==> src/rtl/uart_rx_buffer_pkg.sv <==
// Shared constants for the UART receive buffer slice: byte width and the
// one-hot capture FSM encoding.
package uart_pkg;
    localparam int unsigned UART_BYTE_W = 8;

    typedef enum logic [3:0] {
        RXB_IDLE    = 4'b0001,
        RXB_STROBE  = 4'b0010,
        RXB_CAPTURE = 4'b0100,
        RXB_HOLD    = 4'b1000
    } rxb_state_t;
endpackage

==> src/rtl/uart_rx_buffer_if.sv <==
// Host-side pop/status interface of the UART receive buffer.
interface uart_rx_buffer_if #(
    parameter int unsigned ADDR_W = 4
);
    import uart_pkg::*;

    logic                   rd_en;
    logic                   ovf_clr;
    logic [UART_BYTE_W-1:0] rd_data;
    logic                   rd_valid;
    logic                   empty;
    logic                   full;
    logic [ADDR_W:0]        count;
    logic                   overflow;

    modport master (
        output rd_en, ovf_clr,
        input  rd_data, rd_valid, empty, full, count, overflow
    );

    modport slave (
        input  rd_en, ovf_clr,
        output rd_data, rd_valid, empty, full, count, overflow
    );
endinterface

==> src/rtl/uart_rx_buffer_fifo.sv <==
// Synchronous byte FIFO with registered pop data, occupancy flags and a
// sticky overflow bit for pushes that find no free slot.
module uart_byte_fifo
    import uart_pkg::*;
#(
    parameter int unsigned DEPTH  = 16,
    parameter int unsigned ADDR_W = 4
) (
    input  logic                   clk_sample,
    input  logic                   rst,
    input  logic                   push,
    input  logic [UART_BYTE_W-1:0] wr_data,
    uart_rx_buffer_if.slave        host
);
    localparam logic [ADDR_W:0] DEPTH_CNT = (ADDR_W+1)'(DEPTH);
    localparam logic [ADDR_W:0] ONE_CNT   = (ADDR_W+1)'(1);

    logic [UART_BYTE_W-1:0] mem [DEPTH];
    logic [ADDR_W-1:0]      wr_ptr;
    logic [ADDR_W-1:0]      rd_ptr;
    logic                   do_pop;
    logic                   do_push;
    logic [ADDR_W:0]        count_nxt;

    // A pop on a full FIFO frees the slot the simultaneous push lands in.
    always_comb begin
        do_pop    = host.rd_en & ~host.empty;
        do_push   = push & (~host.full | do_pop);
        count_nxt = host.count;
        if (do_push & ~do_pop)
            count_nxt = host.count + ONE_CNT;
        else if (do_pop & ~do_push)
            count_nxt = host.count - ONE_CNT;
    end

    always_ff @(posedge clk_sample) begin
        if (do_push)
            mem[wr_ptr] <= wr_data;
    end

    always_ff @(posedge clk_sample or negedge rst) begin
        if (!rst) begin
            wr_ptr        <= '0;
            rd_ptr        <= '0;
            host.count    <= '0;
            host.empty    <= 1'b1;
            host.full     <= 1'b0;
            host.rd_data  <= '0;
            host.rd_valid <= 1'b0;
            host.overflow <= 1'b0;
        end else begin
            host.rd_valid <= do_pop;
            if (do_pop) begin
                host.rd_data <= mem[rd_ptr];
                rd_ptr       <= rd_ptr + 1'b1;
            end
            if (do_push)
                wr_ptr <= wr_ptr + 1'b1;
            host.count <= count_nxt;
            host.empty <= (count_nxt == '0);
            host.full  <= (count_nxt == DEPTH_CNT);
            if (push & ~do_push)
                host.overflow <= 1'b1;
            else if (host.ovf_clr)
                host.overflow <= 1'b0;
        end
    end
endmodule

==> src/rtl/uart_rx_buffer.sv <==
// Reads bytes from the UART receiver via its data_ready / active-low read
// strobe handshake and buffers them for the host in a local FIFO.
module uart_rx_buffer
    import uart_pkg::*;
#(
    parameter int unsigned DEPTH  = 16,
    parameter int unsigned ADDR_W = 4
) (
    input  logic                   clk_sample,
    input  logic                   rst,
    input  logic                   rx_ready,
    input  logic [UART_BYTE_W-1:0] rx_data,
    output logic                   rx_rdn,
    uart_rx_buffer_if.slave        host
);
    rxb_state_t             state;
    logic                   rdy_d;
    logic                   rdy_rise;
    logic                   push;
    logic [UART_BYTE_W-1:0] cap_byte;

    assign rdy_rise = rx_ready & ~rdy_d;

    // rx_rdn is registered alongside the state so it is low exactly while
    // the FSM sits in STROBE and CAPTURE; push is issued from HOLD.
    always_ff @(posedge clk_sample or negedge rst) begin
        if (!rst) begin
            state    <= RXB_IDLE;
            rdy_d    <= 1'b0;
            rx_rdn   <= 1'b1;
            push     <= 1'b0;
            cap_byte <= '0;
        end else begin
            rdy_d <= rx_ready;
            push  <= 1'b0;
            unique case (state)
                RXB_IDLE: begin
                    rx_rdn <= 1'b1;
                    if (rdy_rise) begin
                        state  <= RXB_STROBE;
                        rx_rdn <= 1'b0;
                    end
                end
                RXB_STROBE: begin
                    state  <= RXB_CAPTURE;
                    rx_rdn <= 1'b0;
                end
                RXB_CAPTURE: begin
                    cap_byte <= rx_data;
                    push     <= 1'b1;
                    rx_rdn   <= 1'b1;
                    state    <= RXB_HOLD;
                end
                RXB_HOLD: begin
                    rx_rdn <= 1'b1;
                    if (!rx_ready)
                        state <= RXB_IDLE;
                end
                default: begin
                    state  <= RXB_IDLE;
                    rx_rdn <= 1'b1;
                end
            endcase
        end
    end

    uart_byte_fifo #(
        .DEPTH  (DEPTH),
        .ADDR_W (ADDR_W)
    ) u_fifo (
        .clk_sample (clk_sample),
        .rst        (rst),
        .push       (push),
        .wr_data    (cap_byte),
        .host       (host)
    );
endmodule
==> src/flat_wrapper.sv <==
// flat-port wrapper written by rule: the top's interface ports become plain ports
module uart_rx_buffer_flat import uart_pkg::*;
#(
    parameter int unsigned DEPTH  = 16,
    parameter int unsigned ADDR_W = 4
)
  (clk_sample, rst, rx_ready, rx_data, rx_rdn, host_rd_en, host_ovf_clr, host_rd_data, host_rd_valid, host_empty, host_full, host_count, host_overflow);
  uart_rx_buffer_if #(.ADDR_W(ADDR_W)) host_i ();
  input  logic clk_sample;
  input  logic rst;
  input  logic rx_ready;
  input  logic [UART_BYTE_W-1:0] rx_data;
  output logic rx_rdn;
  input wire logic [$bits(host_i.rd_en)-1:0] host_rd_en;
  input wire logic [$bits(host_i.ovf_clr)-1:0] host_ovf_clr;
  output wire logic [$bits(host_i.rd_data)-1:0] host_rd_data;
  output wire logic [$bits(host_i.rd_valid)-1:0] host_rd_valid;
  output wire logic [$bits(host_i.empty)-1:0] host_empty;
  output wire logic [$bits(host_i.full)-1:0] host_full;
  output wire logic [$bits(host_i.count)-1:0] host_count;
  output wire logic [$bits(host_i.overflow)-1:0] host_overflow;
  assign host_i.rd_en = host_rd_en;
  assign host_i.ovf_clr = host_ovf_clr;
  assign host_rd_data = host_i.rd_data;
  assign host_rd_valid = host_i.rd_valid;
  assign host_empty = host_i.empty;
  assign host_full = host_i.full;
  assign host_count = host_i.count;
  assign host_overflow = host_i.overflow;
  uart_rx_buffer #(.DEPTH(DEPTH), .ADDR_W(ADDR_W)) u_core (.clk_sample(clk_sample), .rst(rst), .rx_ready(rx_ready), .rx_data(rx_data), .rx_rdn(rx_rdn), .host(host_i));
endmodule
==> config.mk <==
export PLATFORM = sky130hd
export DESIGN_NAME = uart_rx_buffer_flat
export DESIGN_NICKNAME = d
export VERILOG_FILES = /design/src/rtl/uart_rx_buffer_pkg.sv /design/src/rtl/uart_rx_buffer_if.sv /design/src/rtl/uart_rx_buffer_fifo.sv /design/src/rtl/uart_rx_buffer.sv /design/src/flat_wrapper.sv
export SDC_FILE = /design/constraint.sdc
export NUM_CORES = 1
export LEC_CHECK = 0
export CORE_MARGIN = 3
export CORE_UTILIZATION = 60
export DETAILED_ROUTE_END_ITERATION = 16
export PLACE_DENSITY = 0.88
export SLEW_MARGIN = 25
export SYNTH_ARGS = -nofsm -noshare
export SYNTH_HDL_FRONTEND = slang
export SYNTH_SLANG_ARGS = --single-unit
export TNS_END_PERCENT = 10
==> constraint.sdc <==
create_clock -name clk_sample -period 2.49 [get_ports clk_sample]
set_clock_uncertainty 0.2 [all_clocks]
set_input_delay 0.498 -clock clk_sample [delete_from_list [all_inputs] [get_ports clk_sample]]
set_output_delay 0.498 -clock clk_sample [all_outputs]
set_load 0.01 [all_outputs]
==> results.yml <==
status:
  outcome: "finished, final reports clean"
hold_path:
  min_path_type: "flop to flop"
floorplanning:
  dieArea_um2: 12700
  pin_count: 31
  die_height_um: 113
  coreArea_um2: 11000
  rows: 38
  initial_core_util_pct: 62.0
  fp.dieW_um: 113
cts:
  post_cts_buffers: 0
  cts.sinks: 168
  ctsResizeCount: 0
  cts_buffers: 17
  root_buffer: "clkbuf_16"
  cts_tree: "done"
  clk_path_buf_depth: 2
  h-tree-depth: 4
  clkTransAtPathRegs_ns: 0.06
  clock_latency_ns: 0.42
finish:
  num-fill-cells: 627
  diodes: 0
  fin_util_pct: 72.9
  syn_to_final_growth_pct: 17.5
  fin_cells: 602
  layout-drive-gt1-share_pct: 21.2
  layout.nets: 469
critical_path:
  cp-endpoint: "u_core.u_fifo.mem[7][1]$_DFFE_PP_"
  start_kind: "primary input"
  rr_endpoint: "u_core.u_fifo.host.rd_data[4]$_DFFE_PN0P_"
  cp.required_ns: 2.41
  crit_fanout: 17
  r2r_start: "u_core.u_fifo.rd_ptr[0]$_DFFE_PN0P_"
  crit_path_start: "host_rd_en"
  critPathArrivalTime_ns: 2.16
  r2r_cells: 5
  crit_type: "primary input to flop"
  reg2reg_slack_ns: 0.41
  end_kind: "flop"
place:
  dp_slack_ns: -0.0658
  post-place-cells: 569
  gp_congestion: 0.824
  io_buffers: 30
  hpwl_um: 8550
routing:
  drt_iter0_drc: 312
  antenna_left: 0
  wl_per_cell_um: 22.9
  via_count: 3751
  drc_errors: 0
  vias_per_cell: 6.23
  totalWireLength_um: 13800
  dr.pass1.iters: 5
sta:
  clock.fmax_ghz: 0.446
  setup_tns_ns: 0
  setup_viol: 0
  rsz0062_at_grt: "no"
  slew_violations: 0
  fin_hold_ws_ns: 0.308
  worst_slack_ns: 0.250
  final_hold_viol_count: 0
  min_period_ns: 2.24
  period_share_pct: 90.0
  relSlewSlack_pct: 50.7
  worst_pin_slew_ns: 0.739
synthesis:
  syn_area_um2: 6810
  synth_cells: 396
  synthSimpleGateAreaFrac_pct: 7.11
  synthXorXnorAreaFrac_pct: 1.29
  synth_top_family_by_area: "multiplexers"
  synth_compound_area_share_pct: 3.91
  synth_nets: 416
  ys_ff_latch: 168
  yosys_warnings: 0
  netlist-cell-type-count: 47
  synthAdderAreaFrac_pct: 1.29
  yosysSeqAreaShare_pct: 71.2
  synth_mux_area_share_pct: 13.3
  synth_edf_count: 128
  synth_ff_type: "edfxtp_1"
  syn_avg_cell_area_um2: 17.2
  ys_async_sr_fraction_pct: 23.8
global_routing:
  grt_first_pass_wirelength_um: 21800
  grt_pass1_vias: 3988
  gr-total-overflow: 0
  antenna_found_initial: 0
  grt_max_degree: 42
  grt_use_total_pct: 23.2
flow_run:
  maxCapViolations: 0
power_and_ir_drop:
  power_density_nw_per_um2: 1050
  irDropWorstVdd_uv: 780
  p_leak_nw: 2.94
critical path, stage by stage:
cell,delay [ns]
clkdlybuf4s50_1,0.54
nand2b_4,0.06
a21boi_1,0.15
buf_4,0.23
nand2_1,0.15
nor3b_1,0.29
buf_4,0.24
repair_timing:
item	in CTS	in global routing
endpoints found under the setup margin	0	0
hold buffers	1	0
endpoints found under the hold margin	37	0
Yosys cell counts (3+ instances only):
cell	count	area share [%]
and2_1	4	0.37
mux2_2	24	4.0
inv_1	5	0.28
dfstp_2	3	1.2
o22ai_2	6	1.1
and3_1	7	0.64
mux4_2	6	2.0
o21ai_0	13	0.96
nand2_1	19	1.0
xnor2_1	8	1.0
a21oi_1	4	0.29
and4_1	4	0.51
nor3_1	11	0.81
ha_1	7	1.3
buf_1	4	0.22
buf_2	4	0.29
nand3_1	4	0.29
nor2_1	15	0.83
mux4_1	10	3.9
mux2i_1	24	3.5
clkbuf_1	4	0.22
edfxtp_1	128	56
nand2b_1	5	0.46
o22ai_1	11	1.0
dfrtp_1	37	14
metal layers:
metal	GRT usage, %	wire length (um)	up-vias
met1	30.1	5310	1875
met5	0	0	-
li1	-	-	1646
met3	6.47	1100	32
met4	9.94	441	0
met2	37.2	6950	198
cells in the final DEF, fill, tap and decap left out, types with 10 or more instances in the layout:
master           count
edfxtp_1           128
dfrtp_1             36
clkdlybuf4s50_1     29
mux2i_1             24
mux2_2              24
nand2_1             19
clkbuf_16           17
nor2_1              15
o21ai_0             13
buf_4               12
o22ai_1             11
nor3_1              11
mux4_1              10
worst min-delay path by stage:
stage | slack, ns | endpoint | cells after the start | startpoint
6_report | 0.31 | u_core.u_fifo.host.count[4]$_DFF_PN0_ | 1 | u_core.u_fifo.host.count[4]$_DFF_PN0_
5_1_grt | 0.32 | u_core.u_fifo.host.count[4]$_DFF_PN0_ | 1 | u_core.u_fifo.host.count[4]$_DFF_PN0_
4_1_cts | 0.31 | u_core.u_fifo.host.count[4]$_DFF_PN0_ | 1 | u_core.u_fifo.host.count[4]$_DFF_PN0_
3_5_place_dp | 0.29 | u_core.u_fifo.host.count[4]$_DFF_PN0_ | 1 | u_core.u_fifo.host.count[4]$_DFF_PN0_
3_3_place_gp | 0.28 | u_core.u_fifo.rd_ptr[3]$_DFFE_PN0P_ | 1 | u_core.u_fifo.rd_ptr[3]$_DFFE_PN0P_
2_1_floorplan | 0.002 | u_core.cap_byte[0]$_DFFE_PN0P_ | 0 | rst
through the flow:
step                      total power (W)  instance area [um^2]
after floorplan                   0.00513                  6810
after global placement            0.00579                  7430
after detailed placement          0.00589                  7430
after CTS                         0.00841                  8000
after global routing              0.00872                  8000
final                             0.00837                  8000
where the power goes:
part	leakage [nW]	switching (W)	internal [W]
Clock	0.268	0.00109	0.00139
Combinational	1.01	0.00108	0.00111
Sequential	1.66	0.000383	0.00332
Total	2.94	0.00255	0.00582
cell type report:
cell class	instances	area [um^2]	share of cell area [%]
clock buffer	17	425	5.31
clock inverter	15	141	1.77
timing repair buffer	51	556	6.94
tap	140	175	2.19
inverter	6	22.5	0.281
multi-input combinational	205	1830	22.9
sequential	168	4850	60.6
flip-flops by register name, indices dropped and copies added, names as in the netlist:
| name | cells |
|---|---|
| u_core.cap_byte | 8 |
| u_core.state | 4 |
| u_core.u_fifo.host.overflow | 1 |
| u_core.rx_rdn | 1 |
| u_core.u_fifo.wr_ptr | 4 |
| u_core.u_fifo.rd_ptr | 4 |
| u_core.u_fifo.host.count | 5 |
| u_core.push | 1 |
| u_core.rdy_d | 1 |
| u_core.u_fifo.host.rd_data | 8 |
| u_core.u_fifo.host.empty | 1 |
| u_core.u_fifo.host.rd_valid | 1 |
| u_core.u_fifo.host.full | 1 |
| u_core.u_fifo.mem | 128 |
cell families (layout without fill, tap and decap cells):
family | count (synthesis) | count (layout)
muxes | 64 | 64
adders and majority gates | 7 | 7
and+or+nand+nor | 85 | 85
AOI/OAI and AO/OA | 39 | 39
DFF | 168 | 168
buffers and inverters | 23 | 89
xor gates and xnor gates | 10 | 10
(Power assumes the default switching activity.)
